[config.mk]
export PLATFORM = sky130hd
export DESIGN_NAME = cnt60x2_down
export DESIGN_NICKNAME = d
export VERILOG_FILES = /design/src/rtl/cnt60x2_down_pkg.sv /design/src/rtl/cnt60x2_down_cnt60_dn.sv /design/src/rtl/cnt60x2_down.sv
export SDC_FILE = /design/constraint.sdc
export NUM_CORES = 1
export LEC_CHECK = 0
export CORE_MARGIN = 2
export CORE_UTILIZATION = 48
export DETAILED_ROUTE_END_ITERATION = 7
export PLACE_DENSITY = 0.75
export SLEW_MARGIN = 5
export SYNTH_ARGS = -nofsm -noshare
export SYNTH_HDL_FRONTEND = slang
export SYNTH_SLANG_ARGS = --single-unit
[constraint.sdc]
create_clock -name CLK -period 1.93 [get_ports CLK]
set_input_delay 0.193 -clock CLK [delete_from_list [all_inputs] [get_ports CLK]]
set_output_delay 0.193 -clock CLK [all_outputs]
set_load 0.05 [all_outputs]
[src/rtl/cnt60x2_down_pkg.sv]
// Shared types and digit limits for the MM:SS countdown timer.
// Pure declarations: no latency, no flow control.
package cnt60x2_down_pkg;

    typedef enum logic [1:0] {
        ST_IDLE  = 2'd0,
        ST_RUN   = 2'd1,
        ST_ALARM = 2'd2
    } state_t;

    localparam logic [2:0] TENS_MAX  = 3'd5;
    localparam logic [3:0] UNITS_MAX = 4'd9;

endpackage

[src/rtl/cnt60x2_down_cnt60_dn.sv]
// One mod-60 BCD field (tens 0-5, units 0-9) with up/down count and clear.
// Registered digits update on the next clk edge; no backpressure, br is combinational.
module cnt60x2_down_cnt60_dn
    import cnt60x2_down_pkg::*;
(
    input  logic       clk,
    input  logic       rst,
    input  logic       clr,
    input  logic       inc,
    input  logic       dec,
    output logic [2:0] tens,
    output logic [3:0] units,
    output logic       br
);

    // Borrow out: this field wraps 00 -> 59 on this decrement.
    assign br = dec && (tens == 3'd0) && (units == 4'd0);

    always_ff @(posedge clk) begin
        if (!rst) begin
            tens  <= 3'd0;
            units <= 4'd0;
        end else if (clr) begin
            tens  <= 3'd0;
            units <= 4'd0;
        end else if (dec) begin
            if (units != 4'd0) begin
                units <= units - 4'd1;
            end else if (tens != 3'd0) begin
                units <= UNITS_MAX;
                tens  <= tens - 3'd1;
            end else begin
                units <= UNITS_MAX;
                tens  <= TENS_MAX;
            end
        end else if (inc) begin
            if (units == UNITS_MAX) begin
                units <= 4'd0;
                tens  <= (tens == TENS_MAX) ? 3'd0 : tens + 3'd1;
            end else begin
                units <= units + 4'd1;
            end
        end
    end

endmodule

[src/rtl/cnt60x2_down.sv]
// Kitchen countdown timer MM:SS (BCD) with set buttons, 1 Hz countdown and timed alarm.
// Every input pulse is reflected on the registered outputs after the next CLK edge; no backpressure.
module cnt60x2_down
    import cnt60x2_down_pkg::*;
#(
    parameter int ALARM_TICKS = 10
) (
    input  logic       CLK,
    input  logic       RST,
    input  logic       EN,
    input  logic       CLR,
    input  logic       START_STOP,
    input  logic       MIN_INC,
    input  logic       SEC_INC,
    output logic [2:0] MH,
    output logic [3:0] ML,
    output logic [2:0] SH,
    output logic [3:0] SL,
    output logic       RUN,
    output logic       ALARM
);

    localparam int ACW = $clog2(ALARM_TICKS + 1);
    localparam logic [ACW-1:0] ALARM_LAST = ACW'(ALARM_TICKS - 1);

    state_t         state;
    state_t         state_nxt;
    logic [ACW-1:0] alarm_cnt;
    logic [ACW-1:0] alarm_cnt_nxt;

    logic is_zero;
    logic is_one;
    logic sec_inc;
    logic min_inc;
    logic sec_dec;
    logic sec_br;
    logic min_br;

    assign is_zero = (MH == 3'd0) && (ML == 4'd0) && (SH == 3'd0) && (SL == 4'd0);
    assign is_one  = (MH == 3'd0) && (ML == 4'd0) && (SH == 3'd0) && (SL == 4'd1);

    assign sec_inc = (state == ST_IDLE) && SEC_INC;
    assign min_inc = (state == ST_IDLE) && MIN_INC;
    assign sec_dec = (state == ST_RUN) && EN;

    cnt60x2_down_cnt60_dn u_sec (
        .clk   (CLK),
        .rst   (RST),
        .clr   (CLR),
        .inc   (sec_inc),
        .dec   (sec_dec),
        .tens  (SH),
        .units (SL),
        .br    (sec_br)
    );

    cnt60x2_down_cnt60_dn u_min (
        .clk   (CLK),
        .rst   (RST),
        .clr   (CLR),
        .inc   (min_inc),
        .dec   (sec_br),
        .tens  (MH),
        .units (ML),
        .br    (min_br)
    );

    always_comb begin
        state_nxt     = state;
        alarm_cnt_nxt = alarm_cnt;
        if (CLR) begin
            state_nxt     = ST_IDLE;
            alarm_cnt_nxt = '0;
        end else begin
            case (state)
                ST_IDLE: begin
                    // Start is judged on the value before any same-cycle increment.
                    if (START_STOP && !is_zero) begin
                        state_nxt = ST_RUN;
                    end
                end
                ST_RUN: begin
                    if (sec_dec && is_one) begin
                        state_nxt     = ST_ALARM;
                        alarm_cnt_nxt = '0;
                    end else if (START_STOP) begin
                        state_nxt = ST_IDLE;
                    end
                end
                ST_ALARM: begin
                    if (START_STOP) begin
                        state_nxt     = ST_IDLE;
                        alarm_cnt_nxt = '0;
                    end else if (EN) begin
                        if (alarm_cnt == ALARM_LAST) begin
                            state_nxt     = ST_IDLE;
                            alarm_cnt_nxt = '0;
                        end else begin
                            alarm_cnt_nxt = alarm_cnt + ACW'(1);
                        end
                    end
                end
                default: begin
                    state_nxt     = ST_IDLE;
                    alarm_cnt_nxt = '0;
                end
            endcase
        end
    end

    always_ff @(posedge CLK) begin
        if (!RST) begin
            state     <= ST_IDLE;
            alarm_cnt <= '0;
            RUN       <= 1'b0;
            ALARM     <= 1'b0;
        end else begin
            state     <= state_nxt;
            alarm_cnt <= alarm_cnt_nxt;
            RUN       <= (state_nxt == ST_RUN);
            ALARM     <= (state_nxt == ST_ALARM);
        end
    end

    // Minutes never borrow past 00:00, since RUN is left on reaching zero.
    logic unused_min_br;
    assign unused_min_br = min_br;

endmodule

==> run metrics <==
status finished clean; Die Width 58.4 um; Via Count 1,459; RSZ-0062 raised after global routing no; Netlist cell types 51; WL/cell 14.3 um; H-tree levels 1; Sw Ratio 0.254; hold buffers post-CTS 0; initial antenna violation count 0; global-route wire length before repair 6040 um; Avg Cell Area, Syn 7.95 um^2; fill count 248; Core Area 2780 um^2; PD cells 520 nW/um^2; GRT Overall Usage 0.228; post-synthesis cell area 1420 um^2; row cnt 19; Slew Limit Fails 0; Setup CP Type register to register; drt drc 0; #FFs+latches synth 22; vias in the first global route 1,414; CTS Buf Count 3; Final setup viols 0; Detailed Route WL 3600 um; Die Area 3420 um^2; crit path max fanout 3; clock buffer depth 2; Clock transition at path regs 0.14 ns; yosys warns 0; Synth Instances 179; grt ovf 0; Final min period 1.87 ns; worst rel slew slack 0.653; Gate power share 0.165; startpoint types register; crit end category register; Final Skew 0.0109 ns; Pint 0.000740 W; post-CTS setup buffers 0; CTS tree built; Post-synth EDFFs 0; hold slack 0.503 ns; Die Y 58.4 um; Critical Path RT 2.21 ns; Net Sw Power 0.000252 W; Via-to-Cell Ratio 5.81; fin nets 230; footprint of the multi-input gates 902 um^2; min-delay worst type register to register; DP HPWL 2740 um; Synth async-reset ratio 0; Reg power frac 0.467; num ports 23; Starting Density 0.511; Slew @ Worst Pin 0.516 ns; maxcap violations 0; GP Congestion 0.865; final total power 0.000992 W; FMAX 0.535 GHz; clk sink count 22; CP arrival 2.15 ns; Main synth FF type dfxtp_1; count of final hold-check violations 0; input/output buffers 22; Synth-to-Final Area Change 34.2%; Leak 0.697 nW; final worst path period share 0.969; ANT nets after route 0; drt initial violations 68; Seq/Total Area, Yosys 0.310; FF/Latch Area 462 um^2; ant diodes 0; clock root buffer clkbuf_4; Post-Syn Nets 188; drt first pass iters 4; largest net degree at the start of global routing 14; share of cells above drive strength 1 0.250; peak supply drop 0.000615 V; Clock Latency Late Sink 0.33 ns; clock share of power 0.368
[metrics by stage]
step / cells / TNS (ns) / setup WS (ns) / util / area (um^2)
floorplan: 179 / -0.123 / -0.0783 / - / 1460
global placement: 247 / -0.113 / -0.0490 / 0.665 / 1850
detailed placement: 247 / -0.422 / -0.145 / 0.665 / 1850
CTS: 251 / 0 / 0.0218 / 0.685 / 1900
global route: 251 / 0 / 0.00214 / 0.686 / 1910
finish: 251 / 0 / 0.0596 / 0.686 / 1910
[Yosys cell counts (all sizes together) (2+ instances only)]
cell | count | area [um^2]
a211oi | 3 | 22.5
a21o | 2 | 15.0
a21oi | 13 | 68.8
a311oi | 2 | 17.5
a31oi | 7 | 50.1
a41oi | 2 | 17.5
buf | 5 | 37.5
clkbuf | 9 | 33.8
dfxtp | 22 | 440
ha | 2 | 25.0
inv | 5 | 18.8
mux2i | 2 | 20.0
nand2 | 14 | 52.6
nand2b | 3 | 18.8
nand3 | 9 | 45.0
nand3b | 4 | 30.0
nand4 | 2 | 12.5
nor2 | 17 | 63.8
nor2b | 3 | 18.8
nor3 | 6 | 30.0
nor3b | 3 | 22.5
nor4 | 4 | 46.3
nor4b | 2 | 23.8
nor4bb | 2 | 20.0
o21ai | 7 | 35.0
or3 | 7 | 48.8
or3b | 2 | 17.5
or4 | 2 | 18.8
xor2 | 4 | 35.0
[worst max-delay path: stages (launching register included)]
cell and delay (ns):
dfxtp_4 0.37, or4_4 0.55, nor4_4 0.23, a31oi_2 0.15, or3_4 0.39, a21oi_2 0.14
[layout by cell type (no fill, tap or decap), types with 5 or more instances in the layout]
cell	n
buf_4	30
clkdlybuf4s50_1	21
nor2_1	17
nand2_1	14
dfxtp_1	13
a21oi_1	12
nand3_1	9
o21ai_0	7
a31oi_1	6
nor3_1	6
inv_1	5
dfxtp_2	5
[cells by family (layout without fill, tap and decap cells)]
family	after synthesis	after routing	share of synthesized area
buffers and inverters	19	60	0.0633
AND/OR/NAND/NOR	83	83	0.345
XOR/XNOR	5	5	0.0308
adder cells (fa/ha/maj)	2	2	0.0176
flip-flops	22	22	0.310
multiplexers	2	2	0.0141
AO/OA/AOI/OAI	46	46	0.220
[cell type report]
cell class	count	area share
timing repair buffer	51	0.228
clock inverter	1	0.0157
inverter	5	0.00983
tap	31	0.0203
sequential	22	0.242
clock buffer	3	0.0118
multi-input combinational	138	0.472
[path summary, 6_finish.rpt]
check	startpoint	end	slack, ns	cells after the start
worst min register to register	alarm_cnt[3]	alarm_cnt[3]	0.50	2
worst min-delay path	alarm_cnt[3]	alarm_cnt[3]	0.50	2
worst max register to register	u_min.units[1]	alarm_cnt[1]	0.06	5
worst max-delay path	u_min.units[1]	alarm_cnt[1]	0.06	5
[layer usage]
metal / vias up / track usage / share of wire
li1: 746 / - / -
met1: 675 / 0.268 / 0.44
met2: 33 / 0.417 / 0.51
met3: 5 / 0.0330 / 0.039
met4: 0 / 0.0831 / 0.014
met5: - / 0 / 0
[state kept, by name, summed over array words and instances, names as in the netlist]
register     count
u_min.units      4
u_sec.tens       3
ALARM            1
RUN              1
u_min.tens       3
state            2
alarm_cnt        4
u_sec.units      4
[what timing repair did]
action,in CTS,in global routing
endpoints found under the hold margin,0,0
pin swaps,0,1
resized for setup,1,1
setup endpoints to repair,1,2
[power groups by stage]
stage,registers [W],logic [W],clock network (W)
floorplan,0.000494,0.0000807,0
detailed placement,0.000473,0.000162,0
finish,0.000463,0.000163,0.000365
global placement,0.000473,0.000160,0
CTS,0.000463,0.000163,0.000370
global route,0.000465,0.000177,0.000377
No activity file was read; power rests on OpenSTA's default activity.
==> patch, RTL diff (config.mk and constraints unchanged) <==
Encoding of `state_t`: now one-hot (3 bits for 3 states).
--- a/src/rtl/cnt60x2_down_pkg.sv
+++ b/src/rtl/cnt60x2_down_pkg.sv
@@ -2,10 +2,10 @@
 // Pure declarations: no latency, no flow control.
 package cnt60x2_down_pkg;
 
-    typedef enum logic [1:0] {
-        ST_IDLE  = 2'd0,
-        ST_RUN   = 2'd1,
-        ST_ALARM = 2'd2
+    typedef enum logic [2:0] {
+        ST_IDLE  = 3'b001,
+        ST_RUN   = 3'b010,
+        ST_ALARM = 3'b100
     } state_t;
 
     localparam logic [2:0] TENS_MAX  = 3'd5;
Behaviour: same outputs for any inputs over 10 cycles, from zero or initial values and one cycle with RST low; not proved beyond that.
==> patch against the unedited design <==
- the flow now finishes with violations (negative setup slack)
- routed wire length up 15%
- cell area increased by 12%
- sequential cell count rose by 1
- global-route usage rose by 0.92 points
- final cell count increased by 14%
- setup slack worse by 69 ps
- hold slack improved by 34 ps
- total power shrank 7.9%
- area after synthesis grew 11%
- critical endpoint is now u_min.units[3]
==> patch: results (changes against the unedited design) <==
fin_total_pwr_uw: 914  # -7.9%
reg2reg_to: "u_min.units[3]"
synth_common_cells: "dfxtp_1 (23), nor2_1 (19), nand2_1 (16)"
place_ws_ps: -142  # +2.07 ps
cts.sinks: 23  # +4.5%
grt_use_total_pct: 23.8  # +0.92 points
whs_ps: 538  # +34.4 ps
synth.distinct_cells: 58  # +14%
pwr-share-seq_pct: 53.1  # +6.4 points
max_stage_delay_ps: 600  # +50 ps
dpl.cell_count: 280  # +13%
buffers: 55  # +7.8%
r2r-start: "u_sec.units[2]"
nFillCells: 268  # +8.1%
multi_input_cells: 155  # +12%
grt_pass1_vias: 1548  # +9.5%
buf_share_pct: 21.8  # -1.0 points
die_x_microns: 61.4  # +5.1%
synth_fa_ha_area_share_pct: 1.58  # -0.18 points
synth_compound_area_share_pct: 25.2  # +3.2 points
regArea_sq_um: 487  # +5.4%
power_density_nw_per_um2: 428  # -18%
fin_nets: 252  # +9.6%
dr.pass1.iters: 7  # +3
routed-wl-met3_microns: 237  # +67%
routabilityCongestion: 0.883  # +2.2%
p_clk_uw: 237  # -35%
synthMuxAreaShare_pct: 2.05  # +0.65 points
setup_viol: 1  # +1
wl_met1_mm: 1.79  # +13%
setup_slack_ps: -9.89  # -69.5 ps
netlist_instances: 196  # +9.5%
leakagePower_nw: 0.778  # +12%
drt_iter0_drc: 136  # +100%
violations: "negative setup slack"
ir_drop_v: 0.000314  # -49%
yosys-top-cells-area: "dfxtp_1 (29%), nor2_1 (4.5%), nand2_1 (3.8%)"
power_switching_uw: 268  # +6.3%
status: "finished, violations left"
synth-xor-area-share_pct: 2.76  # -0.31 points
finalClockSkew_ps: 5.09  # -5.78 ps
==> patch: cell count changes in the layout (fill, tap and decap cells not counted), moves of 4 or more <==
cell | before | now
buf_4 | 30 | 35
o211ai_1 | 1 | 6
a31oi_1 | 6 | 2
o21ai_1 | 0 | 4
xnor2_1 | 1 | 5
xor2_1 | 4 | 0
==> patch: worst max-delay path by stage <==
stage | from | end | cells past startpoint
after floorplan | u_sec.tens[2] | u_min.tens[0] | 6
after global placement | SEC_INC | u_sec.tens[1] | 6
after detailed placement | SEC_INC | u_sec.tens[0] | 7
after CTS | u_sec.units[2] | u_min.units[3] | 5
after global routing | u_sec.units[2] | u_min.units[3] | 5
final | u_sec.units[2] | u_min.units[3] | 5
==> patch: timing repair <==
action,4_1_cts,5_1_grt
cloned,0,1
resized for setup,2,9
endpoints found under the setup margin,4,21
buffers inserted,1,0
pin swaps,4,5
